`src/rtl/ifetch_thread_sched.sv`:
```
// Instruction-fetch thread scheduler: round-robin thread pick, per-thread PC file, miss parking.
// Optional priority scheduling over thread_high_pri is enabled by defining IFETCH_PRIORITY_EN.
module ifetch_thread_sched #(
    parameter int                  NUM_THREADS = 4,
    parameter int                  PC_WIDTH    = 32,
    parameter int                  FETCH_BYTES = 4,
    parameter logic [PC_WIDTH-1:0] RESET_PC    = '0
) (
    input  logic                           clk,
    input  logic                           reset,
    input  logic [NUM_THREADS-1:0]         ts_fetch_en,
    input  logic                           fetch_block,
    input  logic                           ifd_cache_miss,
    input  logic                           ifd_near_miss,
    input  logic [$clog2(NUM_THREADS)-1:0] ifd_miss_thread_idx,
    input  logic [NUM_THREADS-1:0]         l2i_icache_wake_bitmap,
    input  logic                           wb_rollback_en,
    input  logic [$clog2(NUM_THREADS)-1:0] wb_rollback_thread_idx,
    input  logic [PC_WIDTH-1:0]            wb_rollback_pc,
`ifdef IFETCH_PRIORITY_EN
    input  logic [NUM_THREADS-1:0]         thread_high_pri,
`endif
    output logic                           fetch_valid,
    output logic [PC_WIDTH-1:0]            fetch_pc,
    output logic [$clog2(NUM_THREADS)-1:0] fetch_thread_idx,
    output logic [NUM_THREADS-1:0]         icache_wait_bitmap
);

    localparam int                  IDX_W      = $clog2(NUM_THREADS);
    localparam logic [PC_WIDTH-1:0] STEP       = PC_WIDTH'(FETCH_BYTES);
    localparam logic [PC_WIDTH-1:0] ALIGN_MASK = ~PC_WIDTH'(FETCH_BYTES - 1);

    logic [PC_WIDTH-1:0]    pc      [NUM_THREADS];
    logic [PC_WIDTH-1:0]    last_pc [NUM_THREADS];
    logic [IDX_W-1:0]       rr_ptr;
    logic [IDX_W-1:0]       grant;
    logic                   found;
    logic                   select_en;
    logic                   suppress;
    logic [NUM_THREADS-1:0] ready;
    logic [NUM_THREADS-1:0] cand;
    logic [NUM_THREADS-1:0] rb_hit;
    logic [NUM_THREADS-1:0] rewind_hit;
    logic [NUM_THREADS-1:0] miss_set;

    // NOTE: every combinational output gets a default first so no path leaves it unassigned (no latch).
    always_comb begin
        ready = ts_fetch_en & ~icache_wait_bitmap;
        cand  = ready;
`ifdef IFETCH_PRIORITY_EN
        if (|(ready & thread_high_pri)) begin
            cand = ready & thread_high_pri;
        end
`endif
        select_en = (|ready) && !fetch_block;

        grant = rr_ptr;
        found = 1'b0;
        for (int k = 1; k <= NUM_THREADS; k++) begin
            int idx;
            idx = (int'(rr_ptr) + k) % NUM_THREADS;
            if (!found && cand[IDX_W'(idx)]) begin
                found = 1'b1;
                grant = IDX_W'(idx);
            end
        end

        for (int t = 0; t < NUM_THREADS; t++) begin
            rb_hit[t]     = wb_rollback_en && (wb_rollback_thread_idx == IDX_W'(t));
            rewind_hit[t] = (ifd_cache_miss || ifd_near_miss) && (ifd_miss_thread_idx == IDX_W'(t));
            miss_set[t]   = ifd_cache_miss && (ifd_miss_thread_idx == IDX_W'(t));
        end

        suppress = rb_hit[grant] || rewind_hit[grant];
    end

    // NOTE: all state uses non-blocking assignments so every register samples pre-edge values.
    always_ff @(posedge clk) begin
        if (reset) begin
            // NOTE: the PC file is reset on purpose; each thread must restart at RESET_PC.
            for (int t = 0; t < NUM_THREADS; t++) begin
                pc[t]      <= RESET_PC;
                last_pc[t] <= RESET_PC;
            end
            rr_ptr             <= IDX_W'(NUM_THREADS - 1);
            fetch_valid        <= 1'b0;
            fetch_pc           <= '0;
            fetch_thread_idx   <= '0;
            icache_wait_bitmap <= '0;
        end else begin
            for (int t = 0; t < NUM_THREADS; t++) begin
                if (rb_hit[t]) begin
                    pc[t] <= wb_rollback_pc & ALIGN_MASK;
                end else if (rewind_hit[t]) begin
                    pc[t] <= last_pc[t];
                end else if (select_en && (grant == IDX_W'(t))) begin
                    pc[t] <= pc[t] + STEP;
                end
                if (select_en && (grant == IDX_W'(t))) begin
                    last_pc[t] <= pc[t];
                end
            end

            // Pointer advances even when the issued fetch is suppressed.
            if (select_en) begin
                rr_ptr           <= grant;
                fetch_pc         <= pc[grant];
                fetch_thread_idx <= grant;
            end
            fetch_valid        <= select_en && !suppress;
            icache_wait_bitmap <= (icache_wait_bitmap | miss_set) & ~l2i_icache_wake_bitmap;
        end
    end

endmodule

```
`config.mk`:
```
export PLATFORM = sky130hd
export DESIGN_NAME = ifetch_thread_sched
export DESIGN_NICKNAME = d
export VERILOG_FILES = /design/src/rtl/ifetch_thread_sched.sv
export SDC_FILE = /design/constraint.sdc
export NUM_CORES = 1
export LEC_CHECK = 0
export ABC_AREA = 1
export CAP_MARGIN = 25
export CORE_UTILIZATION = 50
export CTS_CLUSTER_SIZE = 28
export DETAILED_ROUTE_END_ITERATION = 7
export DONT_BUFFER_PORTS = 1
export PLACE_DENSITY = 0.68
export SLEW_MARGIN = 10
export SYNTH_ARGS = -nofsm -noshare
export SYNTH_HDL_FRONTEND = slang
export SYNTH_SLANG_ARGS = --single-unit
```
`constraint.sdc`:
```
create_clock -name clk -period 3.2 [get_ports clk]
set_input_delay 0.64 -clock clk [delete_from_list [all_inputs] [get_ports clk]]
set_output_delay 0.64 -clock clk [all_outputs]
set_load 0.02 [all_outputs]
```
==> results.yml, run 1 <==
setup_path:
  slowest_delay_ns: 0.49
  critPathMostFrequentCell: "nand2_1"
  slowest_stage: "nor2_2"
  worstSetupStartpointType: "register"
  cp-end-kind: "register"
  critPathRequiredTime_ns: 3.51
  cp_max_fo: 9
  crit_type: "reg -> reg"
  rr_worst_depth: 13
  cp_cell_sequence: "inv_1 > nand3_1 > nand3_2 > nand2_4 > nand3_4 > nand2_1 > nand2_2 > nor2_1 > nand2_1 > nor2_2 > o211ai_1 > nand2_1 > inv_1"
  arrival_ns: 3.28
global_route:
  grt_pass1_wl_microns: 89500
  grt_max_degree: 71
  globalRouteOverflowTotal: 0
  grtUsageTotal_pct: 33.6
  first_global_vias: 14600
  antenna_found_initial: 2
floorplanning:
  fp.dieW_microns: 190
  core_sq_um: 34700
  start_util_pct: 51.0
  rows: 68
  ios: 89
  die_area_sq_um: 36200
  die_h_microns: 190
yosys:
  avgSynthCellArea_sq_um: 7.82
  synth_top_area_share_pct: 43.4
  syn-cell-area_sq_um: 17700
  synth_top_flop_cell: "edfxtp_1"
  syn_inst: 2264
  synth_edf_count: 256
  syn-num-nets: 2318
  synthTopCellsByArea: "edfxtp_1 43%, nand2_1 12%, inv_1 7.3%, nor2_1 5.4%, nand3_1 5.2%"
  ys.warnings.count: 0
  synth_top_area_cell: "edfxtp_1"
  seq_area_frac_synth_pct: 48.1
  async_flop_share_pct: 0
  yosysUniqueCellTypes: 40
  synth-seq-cells: 297
finish:
  fillers: 3228
  nets: 2313
  syn2layout_area_growth_pct: 9.79
  diodes: 0
  layout-drive-gt1-share_pct: 6.61
  utilization_pct: 56.0
power:
  power.density_nw_per_um2: 644
  p_leak_nw: 8.29
  p_sw_share_pct: 35.7
  seqPwrFrac_pct: 44.1
  internal-power_w: 0.00805
  clkPwrFrac_pct: 32.0
  p_switching_w: 0.00447
  combinationalPowerShare_pct: 23.9
  irDropWorstVdd_mv: 0.513
clock_tree:
  clock_latency_ns: 0.55
  cts_tree: "built"
  h-tree-depth: 2
  cts_num_sinks: 297
  clock_path_buffers: 3
  ctsResizeCount: 0
  cts-buffers-inserted: 36
  hold_buffers: 0
  ctsRootBufferMaster: "clkbuf_16"
  clk_pin_slew_ns: 0.06
  post_cts_buffers: 0
place:
  place.detailed.hpwl_microns: 42000
  pre_cts_ws_ns: 0.293
  gp_congestion: 1.00
  portBuffers: 0
sta:
  clock_skew_ns: 0.0210
  min_period_over_period_pct: 92.9
  layout_setup_ws_ns: 0.226
  whs_ns: 0.173
  fin_crit_ns: 2.97
  tns_ns: 0
  hold_violations: 0
  final_max_slew_viol_count: 0
  tightest_slew_ns: 0.670
  fmax_mhz: 336
  setup_violations: 0
  slew_headroom_pct: 55.0
  rsz0062_at_grt: "no"
routing:
  drt_iter0_markers: 2020
  drt-total-wl_microns: 60200
  routedWlPerCell_microns: 22.0
  via_per_inst: 5.73
  drc: 0
  firstDrtPassIters: 6
  antenna_left: 0
  num_vias: 15700
outcome:
  outcome: "finished clean"
worst_hold_path:
  min_path_type: "in -> reg"
  hold-path-cell-count: 1
run:
  max_cap_viol_count: 0
critical path: cells and delay by family, from the launching register on:
kind / cells / cell delay [ns]
simple gates: 10 / 1.94
buf+inv: 2 / 0.18
compound gates: 1 / 0.17
flops: 1 / 0.46
stage by stage:
stage | instances | area [sq um] | power, W
after CTS | 2740 | 19400 | 0.0125
after floorplan | 2264 | 17700 | 0.00733
final | 2740 | 19400 | 0.0125
after global routing | 2740 | 19400 | 0.0130
after detailed placement | 2676 | 18300 | 0.00848
after global placement | 2676 | 18300 | 0.00840
synthesized netlist by cell type (4+ instances only):
| cell type | n |
|---|---|
| o21bai_2 | 10 |
| inv_2 | 6 |
| ha_1 | 4 |
| o22ai_1 | 26 |
| o21bai_1 | 7 |
| edfxtp_1 | 256 |
| nand4_1 | 31 |
| o21ai_0 | 102 |
| buf_4 | 6 |
| nand2_4 | 4 |
| inv_1 | 346 |
| nand2_2 | 13 |
| nand3_1 | 184 |
| nor2_1 | 256 |
| nand3_2 | 5 |
| buf_6 | 11 |
| xor2_1 | 103 |
| nand2_1 | 561 |
| a21oi_1 | 51 |
| nor4_1 | 23 |
| nor3_1 | 57 |
| clkbuf_1 | 59 |
| o21ai_1 | 43 |
| buf_2 | 17 |
| o211ai_1 | 12 |
| dfxtp_1 | 41 |
| buf_1 | 5 |
power groups by stage:
stage	Sequential (W)	Combinational [W]	Clock (W)
2_1_floorplan	0.00538	0.00195	0
3_3_place_gp	0.00557	0.00283	0
3_5_place_dp	0.00559	0.00289	0
4_1_cts	0.00551	0.00290	0.00405
5_1_grt	0.00557	0.00323	0.00417
6_report	0.00552	0.00299	0.00401
cell usage in the layout, fill, tap and decap left out, types with 43 or more instances in the layout:
| cell type | instances |
|---|---|
| nand2_1 | 560 |
| nor2_1 | 256 |
| inv_1 | 346 |
| buf_4 | 48 |
| o21ai_0 | 102 |
| o21ai_1 | 43 |
| nor3_1 | 57 |
| edfxtp_1 | 256 |
| a21oi_1 | 51 |
| nand3_1 | 184 |
| xor2_1 | 103 |
cells by family (layout without fill, tap and decap cells):
| kind of cell | after synthesis | after routing | synth area share [%] |
|---|---|---|---|
| AOI/OAI and AO/OA | 257 | 257 | 8.17 |
| and+or+nand+nor | 1149 | 1149 | 28.0 |
| DFF | 297 | 297 | 48.1 |
| buffers and inverters | 452 | 473 | 10.3 |
| adders and majority gates | 4 | 4 | 0.283 |
| xor gates and xnor gates | 105 | 105 | 5.19 |
sequential cells by signal, summed over array words and instances (netlist names):
register,flops
fetch_pc,32
fetch_thread_idx,2
fetch_valid,1
icache_wait_bitmap,4
last_pc,128
pc,128
rr_ptr,2
cell type report:
| cell class | count | area [sq um] | area share [%] |
|---|---|---|---|
| sequential | 297 | 8510 | 43.8 |
| inverter | 353 | 1330 | 6.82 |
| multi-input combinational | 1515 | 7380 | 38.0 |
| clock buffer | 59 | 1100 | 5.66 |
| tap | 455 | 569 | 2.93 |
| timing repair buffer | 56 | 520 | 2.68 |
| clock inverter | 5 | 31.3 | 0.161 |
layer usage:
| metal | up-vias | GRT usage (%) | wire length (microns) |
|---|---|---|---|
| met1 | 7435 | 44.0 | 23600 |
| met5 | - | 0 | 28 |
| met2 | 795 | 52.5 | 27100 |
| met3 | 138 | 7.66 | 6340 |
| met4 | 4 | 16.0 | 3090 |
| li1 | 7337 | - | - |
final timing paths:
kind / start / to / slack [ns]
worst max-delay path: icache_wait_bitmap[0] / pc[0][8] / 0.23
worst min register to register: last_pc[3][13] / pc[3][13] / 0.55
worst min-delay path: reset / fetch_pc[18] / 0.17
worst max register to register: icache_wait_bitmap[0] / pc[0][8] / 0.23
No activity file was read; power rests on OpenSTA's default activity.
==> inputs of run 2 (changes only) <==
--- a/config.mk
+++ b/config.mk
@@ -7,6 +7,7 @@
 export LEC_CHECK = 0
 export ABC_AREA = 1
 export CAP_MARGIN = 25
+export CORE_MARGIN = 4
 export CORE_UTILIZATION = 50
 export CTS_CLUSTER_SIZE = 28
 export DETAILED_ROUTE_END_ITERATION = 7
==> run 2 against run 1 <==
Sequential share of layout area fell by 0.085 points. Via count increased by 1.5%. Combinational power shrank 1%. Sequential power barely moved. Critical path type unchanged. Critical endpoint is now pc[2][9].
==> results.yml, run 2 (synthesized netlist as in run 1, its figures left out) <==
routing:
  routedWlPerCell_microns: 22.0
  antenna_left: 0
  firstDrtPassIters: 7
  drt-total-wl_microns: 60300
  drt_iter0_markers: 1834
  num_vias: 15900
  drc: 0
  via_per_inst: 5.81
setup_path:
  crit_type: "reg -> reg"
  worstSetupStartpointType: "register"
  worstSetupStartpoint: "icache_wait_bitmap[0]"
  timing.rr.end: "pc[2][9]"
  cp_max_fo: 9
  r2r_slack_ns: 0.25
  critPathRequiredTime_ns: 3.49
  rr_worst_depth: 14
  r2r-start: "icache_wait_bitmap[0]"
  arrival_ns: 3.23
  cp-end-kind: "register"
finish:
  reg_top3: "last_pc x128, pc x128, fetch_pc x32"
  post-route-cell-area_sq_um: 19500
  multi_input_area_sq_um: 7380
  layout-drive-gt1-share_pct: 6.69
  final_cell_mix: "560 x nand2_1, 346 x inv_1, 256 x nor2_1, 256 x edfxtp_1, 184 x nand3_1"
  fillers: 3238
  final_common_cell: "nand2_1"
  regArea_sq_um: 8510
  nets: 2312
  utilization_pct: 56.1
  syn2layout_area_growth_pct: 10.0
worst_hold_path:
  worstHoldStart: "l2i_icache_wake_bitmap[1]"
  min_path_type: "in -> reg"
  whs_endpoint: "icache_wait_bitmap[1]"
  hold-path-cell-count: 1
power:
  p_leak_nw: 8.31
  power_w: 0.0126
  irDropWorstVdd_mv: 0.558
  power.density_nw_per_um2: 649
global_route:
  grtUsageTotal_pct: 30.6
  grt_max_degree: 71
  antenna_found_initial: 1
  globalRouteOverflowTotal: 0
  grt_pass1_wl_microns: 89800
  first_global_vias: 15000
floorplanning:
  die_area_sq_um: 38500
  ios: 89
  fp.dieW_microns: 196
  rows: 68
  core_sq_um: 34700
  die_h_microns: 196
  start_util_pct: 51.0
clock_tree:
  clock_latency_ns: 0.54
  ctsRootBufferMaster: "clkbuf_16"
  cts_num_sinks: 297
  h-tree-depth: 2
  clock_path_buffers: 3
  cts-buffers-inserted: 36
  cts_tree: "built"
  hold_buffers: 0
  clk_pin_slew_ns: 0.06
place:
  place.detailed.hpwl_microns: 42100
  dpl_cell_area_sq_um: 18300
  gp_congestion: 0.978
  portBuffers: 0
sta:
  clock_skew_ns: 0.0155
  tns_ns: 0
  min_period_over_period_pct: 92.0
  rsz0062_at_grt: "no"
  tightest_slew_ns: 0.671
  final_max_slew_viol_count: 0
  setup_violations: 0
  slew_headroom_pct: 55.2
  fin_crit_ns: 2.95
  fmax_mhz: 340
  hold_violations: 0
run:
  max_cap_viol_count: 0
outcome:
  outcome: "finished clean"
==> run 2: power by group <==
group / internal (W) / switching [W] / leakage, nW
Clock: 0.00247 / 0.00168 / 0.579
Sequential: 0.00490 / 0.000635 / 3.05
Combinational: 0.000788 / 0.00216 / 4.68
==> run 2: how the worst max path moves through the flow <==
| stage | end | slack [ns] | depth (start not counted) |
|---|---|---|---|
| after floorplan | pc[3][10] | 0.23 | 6 |
| after global placement | pc[0][22] | 0.27 | 12 |
| after detailed placement | pc[0][10] | 0.21 | 12 |
| after CTS | pc[0][10] | 0.23 | 13 |
| after global routing | pc[2][9] | 0.03 | 14 |
| final | pc[2][9] | 0.25 | 14 |
==> run 2: final cells by class <==
class	count	share of cell area, %
Inverter	353	6.81
Sequential cell	297	43.7
Antenna cell	2	0.0257
Clock buffer	50	5.21
Multi-Input combinational cell	1515	37.9
Tap cell	455	2.92
Clock inverter	16	0.822
Timing Repair Buffer	55	2.61
==> run 2: through the flow <==
step,hold slack (ns),setup WS [ns],cells
floorplan,0.516,0.227,2264
global placement,0.525,0.271,2674
detailed placement,0.531,0.209,2674
CTS,0.158,0.228,2740
global route,0.163,0.0254,2741
finish,0.176,0.255,2743
==> run 2: worst max-delay path, cell delays in order, from the launching register on <==
cell and delay (ns):
dfxtp_1 0.47, inv_1 0.13, nand3_1 0.15, nand3_2 0.13, nand2_4 0.15, nand3_4 0.11, inv_2 0.06, nand2_1 0.04
nand2_1 0.33, buf_4 0.27, nand2_1 0.09, nor2_1 0.46, nand3_1 0.16, nand2_1 0.10, nor2_1 0.05
==> run 2: what timing repair did <==
action,CTS,global route
endpoints found under the setup margin,0,1
setup buffers,0,0
gates resized for setup,0,1
==> run 2: per-layer routing <==
layer	vias up	routed length, microns	global-route usage (%)
li1	7345	-	-
met1	7535	23000	40.5
met2	902	26900	47.1
met3	159	6800	6.49
met4	0	3530	16.3
met5	-	0	0
